==> config.mk <==
export PLATFORM = sky130hd
export DESIGN_NAME = clkgen_multi
export DESIGN_NICKNAME = d
export VERILOG_FILES = /design/src/rtl/clkgen_multi.sv
export SDC_FILE = /design/constraint.sdc
export NUM_CORES = 1
export LEC_CHECK = 0
export ABC_CLOCK_PERIOD_IN_PS = 9400
export CORE_ASPECT_RATIO = 1.5
export CORE_MARGIN = 2
export CORE_UTILIZATION = 66
export CTS_CLUSTER_DIAMETER = 100
export DETAILED_ROUTE_END_ITERATION = 16
export PLACE_DENSITY = 0.86
export SLEW_MARGIN = 20
export SYNTH_ARGS = -nofsm -noshare
export SYNTH_HDL_FRONTEND = slang
export SYNTH_SLANG_ARGS = --single-unit
==> constraint.sdc <==
create_clock -name clkin -period 9.4 [get_ports clkin]
set_input_delay 1.88 -clock clkin [delete_from_list [all_inputs] [get_ports clkin]]
set_output_delay 1.88 -clock clkin [all_outputs]
set_load 0.05 [all_outputs]
==> src/rtl/clkgen_multi.sv <==
// Multi-channel programmable clock divider with glitch-free shadowed limit updates.
// Optional CLKGEN_DUTY_EN: independent low-phase length (wr_lo); otherwise 50% duty.
module clkgen_multi #(
  parameter int CLK_FREQ_IN = 50000000,
  parameter int DEF_FREQ    = 1000,
  parameter int NCH         = 4,
  parameter int CNT_W       = 32,
  parameter int SEL_W       = 2
) (
  input  logic             clkin,
  input  logic             rst,
  input  logic             clken,
  input  logic [NCH-1:0]   ch_en,
  input  logic             wr_en,
  input  logic [SEL_W-1:0] wr_sel,
  input  logic [CNT_W-1:0] wr_hi,
  input  logic [CNT_W-1:0] wr_lo,
  output logic [NCH-1:0]   clkout,
  output logic [NCH-1:0]   tick,
  output logic [NCH-1:0]   pending
);

  localparam int DEF_HALF_I = CLK_FREQ_IN / 2 / DEF_FREQ;
  localparam logic [CNT_W-1:0] DEF_HALF = CNT_W'(DEF_HALF_I);
  localparam logic [CNT_W-1:0] ONE      = CNT_W'(1);

`ifndef CLKGEN_DUTY_EN
  logic unused_wr_lo;
  assign unused_wr_lo = ^wr_lo;
`endif

  for (genvar i = 0; i < NCH; i++) begin : g_ch
    logic [CNT_W-1:0] cnt, act_hi, sh_hi;
    logic [CNT_W-1:0] hi_eff, lo_eff, lim;
    logic             clk_q, tick_q, pend_q;
    logic             en, tgl, fall, apply, wr_hit;

    // A programmed limit of zero behaves like one: toggle every enabled cycle.
    assign hi_eff = (act_hi == '0) ? ONE : act_hi;

`ifdef CLKGEN_DUTY_EN
    logic [CNT_W-1:0] act_lo, sh_lo;

    assign lo_eff = (act_lo == '0) ? ONE : act_lo;

    always_ff @(posedge clkin) begin
      if (rst) begin
        act_lo <= DEF_HALF;
        sh_lo  <= DEF_HALF;
      end else begin
        if (apply)  act_lo <= sh_lo;
        if (wr_hit) sh_lo  <= wr_lo;
      end
    end
`else
    assign lo_eff = hi_eff;
`endif

    assign lim    = clk_q ? hi_eff : lo_eff;
    assign en     = clken & ch_en[i];
    assign tgl    = en && (cnt >= lim - ONE);
    assign fall   = tgl && clk_q;
    // Apply at end of a full period, or immediately while frozen (no waveform to glitch).
    assign apply  = pend_q && (fall || !en);
    assign wr_hit = wr_en && (wr_sel == SEL_W'(i));

    always_ff @(posedge clkin) begin
      if (rst) begin
        cnt    <= '0;
        clk_q  <= 1'b0;
        tick_q <= 1'b0;
        pend_q <= 1'b0;
        act_hi <= DEF_HALF;
        sh_hi  <= DEF_HALF;
      end else begin
        tick_q <= tgl && !clk_q;
        if (tgl) begin
          cnt   <= '0;
          clk_q <= ~clk_q;
        end else if (en) begin
          cnt <= cnt + ONE;
        end
        if (apply) act_hi <= sh_hi;
        // A write in the apply cycle lands in the shadow and stays pending.
        if (wr_hit) begin
          sh_hi  <= wr_hi;
          pend_q <= 1'b1;
        end else if (apply) begin
          pend_q <= 1'b0;
        end
      end
    end

    assign clkout[i]  = clk_q;
    assign tick[i]    = tick_q;
    assign pending[i] = pend_q;
  end

endmodule

== Word-level counts from Yosys, hierarchy flattened ==
Cells that the tools add are included.

* Memories kept: 0
* Output and inout port bits: 12
* Logic and storage cells: 104
* Bits of input ports: 74
* Memory bits (writable): 0
* Bits in latches: 0
* ROM bits: 0
* Bits in registers: 396

* Mux-type cells: 12
* Order comparisons: 4
* Bitwise operators: 8
* Multiply operators: 0
* Equal/unequal tests: 3
* Reduce and logical (&&, ||, !) cells: 45
* Add/sub/neg operators: 8
* Divide/modulo/power cells: 0
* Shift-type cells: 0

{| class="wikitable"
|+ Operators by type and width
! kind !! number
|-
| $add A32 B1 Y32 const B || 4
|-
| $ge A32 B32 Y1 || 4
|-
| $logic_not A32 Y1 || 4
|-
| $mux W32 || 4
|-
| $sub A32 B1 Y32 const B || 4
|-
| $logic_and A1 B1 Y1 || 20
|-
| $logic_not A1 Y1 || 8
|-
| $mux W1 || 8
|-
| $reduce_bool A2 Y1 || 4
|-
| $reduce_or A2 Y1 || 4
|-
| $and A1 B1 Y1 || 4
|-
| $eq A2 B2 Y1 const B || 2
|-
| $logic_or A1 B1 Y1 || 4
|-
| $not A1 Y1 || 4
|-
| $eq A2 B1 Y1 const B || 1
|-
| $logic_not A2 Y1 || 1
|}

== Logic depth before layout (Yosys ltp) ==
Gate-level depths: netlist (run 1).

* Depth after elaboration: 10
* Depth in mapped cells: 21
* Gate-level depth less buffers: 19

== Worst setup path before layout (run 1) ==
No wires, ideal clock.

* Path type: register to register
* Start: register g_ch[1].act_hi[8]
* End: register g_ch[1].act_hi[10]
* Data required time: 9,328 ps
* Period minus slack after synthesis: 5,196 ps
* Stages on the path, launching flop included: 21
* Path slack: 4,204 ps
* Arrival time: 5,124 ps
* Setup time: 72 ps
* Cells stage by stage: dfxtp_1 or4_1 or4_4 or4_4 buf_6 nor3_1 nor2_1 ha_1 nand2_1 nor3_1 and4bb_2 xnor2_1 ha_1 nand4_1 nor2_1 a22oi_1 nor4b_1 a31o_2 clkbuf_1 buf_2 mux2i_1

* Longest elaborated chain between the ends: 8

{| class="wikitable"
|+ Ends and longest elaborated chain
! element !! RTL line !! text
|-
| start: declaration || 33 || <nowiki>logic [CNT_W-1:0] cnt, act_hi, sh_hi;</nowiki>
|-
| start signal: assignment || 83 || <nowiki>if (apply) act_hi <= sh_hi;</nowiki>
|-
| $logic_not A32 Y1 || 39 || <nowiki>assign hi_eff = (act_hi == '0) ? ONE : act_hi;</nowiki>
|-
| $mux W32 (*) || 39 ||
|-
| $sub A32 B1 Y32 (*) || 61 || <nowiki>assign tgl = en && (cnt >= lim - ONE);</nowiki>
|-
| $ge A32 B32 Y1 (*) || 61 ||
|-
| $logic_and A1 B1 Y1 (*) || 61 ||
|-
| $logic_and A1 B1 Y1 (*) || 62 || <nowiki>assign fall = tgl && clk_q;</nowiki>
|-
| $logic_or A1 B1 Y1 (*) || 64 || <nowiki>assign apply = pend_q && (fall || !en);</nowiki>
|-
| $logic_and A1 B1 Y1 (*) || 64 ||
|}

Mark *: on every way between the ends. The rest lies on a longest branch, timed or not.
A chain may end at the register's enable or synchronous reset.

== Final worst setup path (run 1) ==
* Start: register g_ch[0].act_hi[24]
* End: register g_ch[0].clk_q

* Longest elaborated chain between the ends: 5

{| class="wikitable"
|+ Ends and longest elaborated chain
! element !! RTL line !! text
|-
| start: declaration || 33 ||
|-
| start signal: assignment || 83 ||
|-
| $logic_not A32 Y1 || 39 ||
|-
| $mux W32 (*) || 39 ||
|-
| $sub A32 B1 Y32 (*) || 61 ||
|-
| $ge A32 B32 Y1 (*) || 61 ||
|-
| $logic_and A1 B1 Y1 (*) || 61 ||
|-
| end signal: assignment || 79 || <nowiki>clk_q <= ~clk_q;</nowiki>
|-
| end: declaration || 35 || <nowiki>logic clk_q, tick_q, pend_q;</nowiki>
|}

Marked as above.

==> flow_summary.json, run 1 <==
{
  "outcome": "finished clean",
  "yosys.area.top_type": "dfxtp_1",
  "grt_pass1_wl_um": 82460,
  "drtIter0Drc": 985,
  "initial_core_util_pct": 67.24,
  "slowest_stage": "a21oi_2",
  "critPathKind": "register to register",
  "nNetsFinal": 2726,
  "cts_hold_buf": 0,
  "power_density_nw_per_um2": 149.1,
  "chipWidth_um": 151.0,
  "cts_made_buffers": 38,
  "grt-ovfl-total": 0,
  "synthTopCellsByArea": "dfxtp_1 37%, ha_1 8.0%, nand2_1 6.6%, nand2b_1 6.2%, mux2i_1 6.0%",
  "clock_latency_ns": 0.55,
  "worstPathCellList": "or3_1 -> or4_1 -> nor2_1 -> a31oi_1 -> ha_1 -> nor3b_1 -> nand4_1 -> nor3_1 -> nand3b_1 -> nor3_1 -> xnor2_1 -> ha_1 -> nand4_1 -> nor4_1 -> o211ai_1 -> o211a_1 -> a21oi_2 -> buf_4 -> mux2_2",
  "fp-row-count": 80,
  "synth-simple-area-share_pct": 29.69,
  "postSynth.asyncResetShare_pct": 0,
  "synth-compound-area-share_pct": 6.886,
  "critPathMaxFanout": 17,
  "grt_pass1_vias": 17220,
  "fin_ws_ns": 3.189,
  "syn_nets": 2754,
  "numPortBuffers": 53,
  "synth_edf_count": 0,
  "final.setup.tns_ns": 0,
  "yosysMostFrequentCell": "dfxtp_1",
  "fmax_mhz": 161.0,
  "place_hpwl_um": 35350,
  "clock_skew_ns": 0.01756,
  "muxShareOfSynthArea_pct": 6.243,
  "avgSynthCellArea_um2": 8.413,
  "r2r_start": "g_ch[0].act_hi[24]",
  "cpPeakStageDelay_ns": 0.66,
  "peakVddDrop_mv": 0.1596,
  "die_h_um": 224.6,
  "synthTopCellsByCount": "396 x dfxtp_1, 374 x nand2_1, 211 x nand2b_1, 183 x nor3_1, 176 x a21oi_1",
  "drt-pass1-iter-count": 5,
  "crit_family": "simple AND/OR/NAND/NOR gates",
  "max_slew_margin_pct": 26.98,
  "cts-resized-gates": 0,
  "finalSetupViolCount": 0,
  "cp.arrival_ns": 6.64,
  "synthDistinctLibCells": 57,
  "path_buf_inv": 1,
  "yosys.area_share.xor_xnor_pct": 9.125,
  "core_um2": 31830,
  "hp-class": "register to register",
  "antenna_found_initial": 2,
  "detail-route-antenna-nets": 0,
  "pre_cts_ws_ns": 3.395,
  "grt_usage_pct": 29.69,
  "area_delta_synth_final_pct": 8.991,
  "synth_top_family_by_area": "simple AND/OR/NAND/NOR gates",
  "final_layout_size_suffix_gt1_share_pct": 4.324,
  "wl_per_cell_um": 17.23,
  "gp_congestion": 0.8993,
  "hold_viol_final": 0,
  "ys_warn_count": 0,
  "post-route-period-util_pct": 66.08,
  "ys.flop_type": "dfxtp_1",
  "via_per_inst": 6.001,
  "cp-startpoint": "g_ch[0].act_hi[24]",
  "clock_sinks": 396,
  "crit_required_ns": 9.83,
  "dieArea_um2": 33910,
  "drt_wl_total_um": 50960,
  "synth-seq-cells": 396,
  "cts_tree": "built",
  "grt_start_max_net_pins": 207,
  "cts_root_buf": "clkbuf_16",
  "cp-end-kind": "register",
  "remaining_drc_errors": 0,
  "synth.yosys.seq_area_share_pct": 37.04,
  "start_kind": "register",
  "rsz0062_at_grt": "no",
  "final.min_clock_period_ns": 6.211,
  "syn_area_um2": 21400,
  "clockBufferDepth": 3,
  "maxCapViolations": 0,
  "synth_cells": 2544,
  "hp-start": "g_ch[3].sh_hi[1]",
  "ios": 86,
  "clkSlewWorstSetupHoldPaths_ns": 0.06,
  "vias": 17750,
  "worst_pin_slew_ns": 1.095,
  "cts_setup_buffers": 0,
  "h-tree-depth": 2,
  "synth.top_cell.area_share_pct": 37.04,
  "synthAdderAreaFrac_pct": 7.950,
  "slew_viol_final": 0,
  "p_leak_uw": 0.009212
}
-- per-stage QoR --
stage	instance area (um2)	hold WS, ns	cells	utilization (%)	total power, uW
floorplan	21400	0.4368	2544	-	1864
global placement	22000	0.4417	2885	69.12	1921
detailed placement	22000	0.4467	2885	69.12	1927
CTS	23280	0.4556	2953	73.15	3492
global route	23320	0.4730	2955	73.26	3571
finish	23330	0.4542	2958	73.29	3478
-- layout make-up --
cell class / count / area (um2)
clock buffer: 51 / 1104
antenna: 4 / 10.01
fill: 2348 / 8503
multi-input combinational: 1991 / 12860
sequential: 396 / 7928
inverter: 21 / 78.83
timing repair buffer: 68 / 660.6
clock inverter: 17 / 177.7
tap: 410 / 513.0
-- report_power, final --
group | total (uW) | internal (uW) | switching (uW)
logic | 177 | 66.3 | 111
clock network | 1580 | 912 | 671
registers | 1720 | 1700 | 15.2
-- routing by layer --
metal	track usage (%)	vias to the layer above	routed length, um
met2	52.80	456	25820
li1	-	8751	-
met4	16.22	0	2910
met3	3.753	163	2263
met5	0	-	0
met1	34.15	8380	19970
-- worst paths after layout --
| kind | endpoint | slack, ns | depth (start not counted) |
|---|---|---|---|
| worst max-delay path | g_ch[0].clk_q | 3.19 | 19 |
| worst min-delay path | g_ch[3].sh_hi[1] | 0.45 | 2 |
| worst max register to register | g_ch[0].clk_q | 3.19 | 19 |
| worst min register to register | g_ch[3].sh_hi[1] | 0.45 | 2 |
-- cell families (layout without fill, tap and decap cells) --
family          Yosys count  after routing
other cells               0              4
simple gates           1237           1237
buf+inv                 157            157
mux                     133            133
fa+ha+maj               136            136
flops                   396            396
compound gates          262            262
xor+xnor                223            223
-- tightest hold or removal path, cell delays in order (launching register included) --
cell	delay, ns
dfxtp_1	0.31
nand2_1	0.05
a21oi_1	0.05
-- sequential cells by signal, summed over array words and instances (netlist names) --
signal	count
g_ch.tick_q	4
g_ch.act_hi	128
g_ch.pend_q	4
g_ch.sh_hi	128
g_ch.cnt	128
g_ch.clk_q	4
-- cell usage in the layout (no fill, tap or decap), types with 5 or more instances in the layout --
master / n
and4_1: 23
a21oi_1: 172
nor2b_1: 12
clkbuf_16: 41
clkbuf_1: 6
nor2_1: 133
xor2_1: 107
clkinv_2: 8
nor3_1: 183
or4_1: 21
nand3_1: 62
nand3b_1: 34
and2_1: 18
dfxtp_1: 396
o21ai_0: 31
or3_1: 20
mux2i_1: 129
nor4_1: 29
a21o_1: 12
or2_2: 7
and3_1: 19
buf_4: 14
clkdlybuf4s50_1: 52
nor4b_1: 5
inv_1: 21
nand4_1: 60
xnor2_1: 116
nand2b_1: 211
o211ai_1: 12
ha_1: 136
nand2_1: 374
nor3b_1: 9
Note: power is estimated with default switching activity, not from simulation.
==> run 2, diff against run 1 <==
--- a/config.mk
+++ b/config.mk
@@ -5,13 +5,13 @@
 export SDC_FILE = /design/constraint.sdc
 export NUM_CORES = 1
 export LEC_CHECK = 0
-export ABC_CLOCK_PERIOD_IN_PS = 9400
+export ABC_CLOCK_PERIOD_IN_PS = 5700
 export CORE_ASPECT_RATIO = 1.5
 export CORE_MARGIN = 2
-export CORE_UTILIZATION = 66
+export CORE_UTILIZATION = 56
 export CTS_CLUSTER_DIAMETER = 100
 export DETAILED_ROUTE_END_ITERATION = 16
-export PLACE_DENSITY = 0.86
+export PLACE_DENSITY = 0.77
 export SLEW_MARGIN = 20
 export SYNTH_ARGS = -nofsm -noshare
 export SYNTH_HDL_FRONTEND = slang
==> constraint.sdc (replaced) <==
create_clock -name clkin -period 5.7 [get_ports clkin]
set_input_delay 1.14 -clock clkin [delete_from_list [all_inputs] [get_ports clkin]]
set_output_delay 1.14 -clock clkin [all_outputs]
set_load 0.05 [all_outputs]
==> run 2 against run 1 <==
Compared with the run above: worst setup slack worse by 2.8 ns; cell area rose by 1.8%; count of clock-buffer cells in the layout increased by 3; critical endpoint is now g_ch[1].act_hi[29]; largest cell class unchanged; highest routed layer unchanged.
==> flow_summary.json, run 2 (same netlist as run 1, synthesis figures left out) <==
{
  "cp-end-kind": "register",
  "clockBufferDepth": 3,
  "p_leak_uw": 0.009366,
  "fmax_mhz": 186.6,
  "cp.arrival_ns": 5.78,
  "worstPathCellList": "or4_1 -> or4_4 -> or4_4 -> nor3_2 -> nor2_1 -> ha_1 -> nand2_1 -> nor3_1 -> and4bb_2 -> xnor2_1 -> ha_1 -> nand4_1 -> nor4_1 -> buf_4 -> o211ai_1 -> o211a_1 -> a31o_2 -> buf_12 -> mux2i_1",
  "hold_viol_final": 0,
  "dp.cells": 2976,
  "final_layout_size_suffix_gt1_share_pct": 5.205,
  "cts_root_buf": "clkbuf_16",
  "clock_latency_ns": 0.55,
  "detail-route-antenna-nets": 0,
  "fin_ws_ns": 0.3405,
  "diodes": 0,
  "gr-usage-met2_pct": 46.98,
  "final.min_clock_period_ns": 5.360,
  "antenna_found_initial": 0,
  "hp-class": "register to register",
  "via_per_inst": 5.772,
  "post-route-period-util_pct": 94.03,
  "remaining_drc_errors": 0,
  "peakVddDrop_mv": 0.2172,
  "clkSlewWorstSetupHoldPaths_ns": 0.06,
  "drt-pass1-iter-count": 9,
  "mostFrequentLayoutCells": "396 x dfxtp_1, 374 x nand2_1, 211 x nand2b_1",
  "crit_required_ns": 6.12,
  "area_delta_synth_final_pct": 10.94,
  "max_slew_margin_pct": 29.60,
  "grt_start_max_net_pins": 180,
  "critPathMaxFanout": 32,
  "power.total_uw": 5989,
  "holdWs_ns": 0.4556,
  "rsz0062_at_grt": "no",
  "grt_pass1_vias": 17210,
  "slowest_stage": "or4_1",
  "critPathKind": "register to register",
  "worst_pin_slew_ns": 1.046,
  "power_density_nw_per_um2": 252.2,
  "gp_congestion": 0.8733,
  "use_met3_pct": 3.184,
  "grt_usage_pct": 25.61,
  "vias": 17570,
  "drt_wl_total_um": 50910,
  "grt-ovfl-total": 0,
  "final.setup.tns_ns": 0,
  "pre_cts_ws_ns": 0.1893,
  "slew_viol_final": 0,
  "cpPeakStageDelay_ns": 0.61,
  "cts_hold_buf": 0,
  "start_kind": "register",
  "wl_per_cell_um": 16.73,
  "chipWidth_um": 163.6,
  "met1_usage_pct": 29.18,
  "die_h_um": 243.4,
  "place_hpwl_um": 35680,
  "cts_made_buffers": 39,
  "grt_pass1_wl_um": 84020,
  "fp-row-count": 87,
  "drtIter0Drc": 959,
  "finalSetupViolCount": 0,
  "cts_setup_buffers": 0,
  "outcome": "finished clean",
  "dieArea_um2": 39830,
  "reg_top3": "g_ch.act_hi x128, g_ch.cnt x128, g_ch.sh_hi x128",
  "initial_core_util_pct": 56.83,
  "ios": 86,
  "maxCapViolations": 0,
  "nNetsFinal": 2738,
  "grt_busiest_layer": "met2",
  "core_um2": 37660,
  "fin_cells": 3044,
  "clock_skew_ns": 0.009091,
  "numPortBuffers": 53,
  "cts_tree": "built",
  "layout_commonest_cell": "dfxtp_1",
  "h-tree-depth": 2,
  "clock_sinks": 396
}
[run 2: changes by cell type in the layout (fill, tap and decap cells not counted), moves of 2 or more]
cell | before | now
buf_12 | 1 | 6
buf_4 | 14 | 20
bufinv_16 | 3 | 7
clkbuf_1 | 6 | 4
clkbuf_8 | 4 | 9
clkinv_2 | 8 | 3
diode_2 | 4 | 0
nor3_1 | 183 | 179
nor3_2 | 0 | 4
nor4_1 | 29 | 27
nor4_2 | 0 | 2
[run 2: metrics by stage]
step           cell area, um2  util (%)
5_1_grt                 23750     63.05
3_5_place_dp            22270     59.13
4_1_cts                 23690     62.91
2_1_floorplan           21400         -
6_report                23750     63.05
3_3_place_gp            22270     59.12
[run 2: repair_timing]
| item | 4_1_cts | 5_1_grt |
|---|---|---|
| setup endpoints to repair | 0 | 239 |
| resized for setup | 0 | 9 |
| hold endpoints to repair | 0 | 0 |
[run 2: cell type report]
type | instances | area [um2]
clock buffer | 54 | 1165
clock inverter | 14 | 256.5
fill | 3167 | 13920
inverter | 21 | 78.83
multi-input combinational | 1991 | 12900
sequential | 396 | 7928
tap | 489 | 611.8
timing repair buffer | 79 | 805.8
[run 2: critical path: cells and delay by family (launching register included)]
| family | cells | cell delay [ns] |
|---|---|---|
| AO/OA/AOI/OAI | 3 | 0.61 |
| adder cells (fa/ha/maj) | 2 | 0.57 |
| flip-flops | 1 | 0.38 |
| multiplexers | 1 | 0.15 |
| AND/OR/NAND/NOR | 10 | 3.00 |
| XOR/XNOR | 1 | 0.13 |
| buffers and inverters | 2 | 0.35 |
[run 2: routing by layer]
| metal | up-vias | share of wire [%] | wire (um) |
|---|---|---|---|
| met4 | 0 | 4.6 | 2345 |
| li1 | 8766 | - | - |
| met2 | 334 | 52 | 26440 |
| met3 | 127 | 3.5 | 1767 |
| met5 | - | 0 | 0 |
| met1 | 8342 | 40 | 20360 |
[run 2: power by group]
group | internal [uW] | total, uW | switching (uW) | leakage, uW
Clock | 1740 | 2860 | 1120 | 0.000690
Sequential | 2810 | 2830 | 24.5 | 0.00320
Combinational | 112 | 296 | 184 | 0.00547
[run 2: path summary, 6_finish.rpt]
path,from,endpoint,slack [ns],depth (start not counted)
setup reg to reg,g_ch[1].act_hi[8],g_ch[1].act_hi[29],0.34,19
hold reg to reg,g_ch[2].sh_hi[25],g_ch[2].sh_hi[25],0.46,2
setup / recovery,g_ch[1].act_hi[8],g_ch[1].act_hi[29],0.34,19
hold / removal,g_ch[2].sh_hi[25],g_ch[2].sh_hi[25],0.46,2
==> run 3, diff against run 2 <==
--- a/config.mk
+++ b/config.mk
@@ -7,7 +7,7 @@
 export LEC_CHECK = 0
 export ABC_CLOCK_PERIOD_IN_PS = 5700
 export CORE_ASPECT_RATIO = 1.5
-export CORE_MARGIN = 2
+export CORE_MARGIN = 10
 export CORE_UTILIZATION = 56
 export CTS_CLUSTER_DIAMETER = 100
 export DETAILED_ROUTE_END_ITERATION = 16
==> run 3 against run 2 <==
Compared with the run above: total power is 0.69% higher; sequential cell count did not move; combinational power about the same; critical path depth did not move; first-iteration DRC count grew 3.9%; maximum frequency up 0.54%; via count down 1.5%; critical endpoint is now g_ch[1].act_hi[25]; largest power group unchanged.
==> flow_summary.json, run 3 (same netlist as run 1, synthesis figures left out) <==
{
  "outcome": "finished clean",
  "crit_required_ns": 6.12,
  "critPathMaxFanout": 32,
  "clockBufferDepth": 3,
  "maxCapViolations": 0,
  "numPortBuffers": 53,
  "mostFrequentLayoutCells": "396 x dfxtp_1, 374 x nand2_1, 211 x nand2b_1",
  "clock_skew_ns": 0.009551,
  "via_per_inst": 5.680,
  "cts_tree": "built",
  "finalCoreUtilization_pct": 63.12,
  "drt-pass1-iter-count": 6,
  "area_delta_synth_final_pct": 11.07,
  "critPathKind": "register to register",
  "placed_cell_area_um2": 22290,
  "cts_made_buffers": 38,
  "final_layout_size_suffix_gt1_share_pct": 5.199,
  "fin_area_um2": 23770,
  "p_leak_uw": 0.009386,
  "die_h_um": 259.4,
  "holdWs_ns": 0.4557,
  "initial_core_util_pct": 56.83,
  "finalSetupViolCount": 0,
  "post-route-period-util_pct": 93.52,
  "grt_start_max_net_pins": 204,
  "rsz0062_at_grt": "no",
  "final.min_clock_period_ns": 5.331,
  "clock_latency_ns": 0.54,
  "gp_congestion": 0.8717,
  "grt_pass1_wl_um": 82890,
  "cp-end-kind": "register",
  "dp.cells": 2978,
  "grt_usage_pct": 20.82,
  "clock_sinks": 396,
  "reg_top3": "g_ch.act_hi x128, g_ch.cnt x128, g_ch.sh_hi x128",
  "h-tree-depth": 2,
  "hold_viol_final": 0,
  "detail-route-antenna-nets": 0,
  "final.setup.tns_ns": 0,
  "wl_per_cell_um": 16.62,
  "layout_commonest_cell": "dfxtp_1",
  "hp-class": "register to register",
  "dieArea_um2": 46600,
  "grt-ovfl-total": 0,
  "nNetsFinal": 2739,
  "drtIter0Drc": 996,
  "place_hpwl_um": 36190,
  "clkSlewWorstSetupHoldPaths_ns": 0.07,
  "worst_pin_slew_ns": 1.029,
  "fin_cells": 3047,
  "chipWidth_um": 179.6,
  "diodes": 0,
  "core_um2": 37660,
  "power_density_nw_per_um2": 253.6,
  "ios": 86,
  "slew_viol_final": 0,
  "start_kind": "register",
  "remaining_drc_errors": 0,
  "vias": 17310,
  "fp-row-count": 87,
  "antenna_found_initial": 0,
  "max_slew_margin_pct": 31.40,
  "cts_root_buf": "clkbuf_16",
  "cp.arrival_ns": 5.75,
  "grt_pass1_vias": 17040,
  "cts_setup_buffers": 0,
  "fmax_mhz": 187.6,
  "drt_wl_total_um": 50640,
  "peakVddDrop_mv": 0.2294
}
==> run 3: per-layer routing <==
metal	vias to the layer above	share of wire, %	global-route usage, %
li1	8773	-	-
met1	8117	41	22.84
met4	0	5.1	10.45
met5	-	0	0
met3	126	3.0	2.399
met2	290	51	38.75
==> run 3: area by class of cell <==
type,count,area [um2]
Clock buffer,49,1106
Clock inverter,20,344.1
Fill cell,3225,13890
Inverter,21,78.83
Multi-Input combinational cell,1991,12880
Sequential cell,396,7928
Tap cell,489,611.8
Timing Repair Buffer,81,820.8
==> run 3: timing repair <==
item | CTS | global route
endpoints found under the setup margin | 0 | 188
gates resized for setup | 0 | 6
hold buffers | 0 | 0
==> run 3: worst paths after layout <==
check / startpoint / to / slack [ns] / cells after the start
max: g_ch[1].act_hi[8] / g_ch[1].act_hi[25] / 0.37 / 19
min: g_ch[0].sh_hi[11] / g_ch[0].sh_hi[11] / 0.46 / 2
max reg2reg: g_ch[1].act_hi[8] / g_ch[1].act_hi[25] / 0.37 / 19
min reg2reg: g_ch[0].sh_hi[11] / g_ch[0].sh_hi[11] / 0.46 / 2
==> run 3: metrics by stage <==
stage          total power, uW  worst slack [ns]
2_1_floorplan             3074            0.5039
6_report                  6030            0.3695
5_1_grt                   6203           0.03933
4_1_cts                   6067           0.09917
3_3_place_gp              3177            0.2414
3_5_place_dp              3186            0.1345
==> run 3: power by group <==
group / internal, uW / switching, uW / total [uW]
logic: 113 / 183 / 296
clock network: 1790 / 1120 / 2900
registers: 2810 / 24.3 / 2830
total: 4710 / 1320 / 6030
==> run 3: worst max-delay path, stage by stage, from the launching register on <==
cell	delay [ns]
dfxtp_1	0.37
or4_1	0.61
or4_4	0.54
or4_4	0.59
nor3_4	0.21
nor2_1	0.10
ha_1	0.27
nand2_1	0.12
nor3_1	0.09
and4bb_2	0.26
xnor2_1	0.13
ha_1	0.30
nand4_1	0.16
nor4_1	0.32
buf_4	0.17
o211ai_1	0.08
o211a_1	0.22
a31o_2	0.31
buf_12	0.19
mux2i_1	0.15
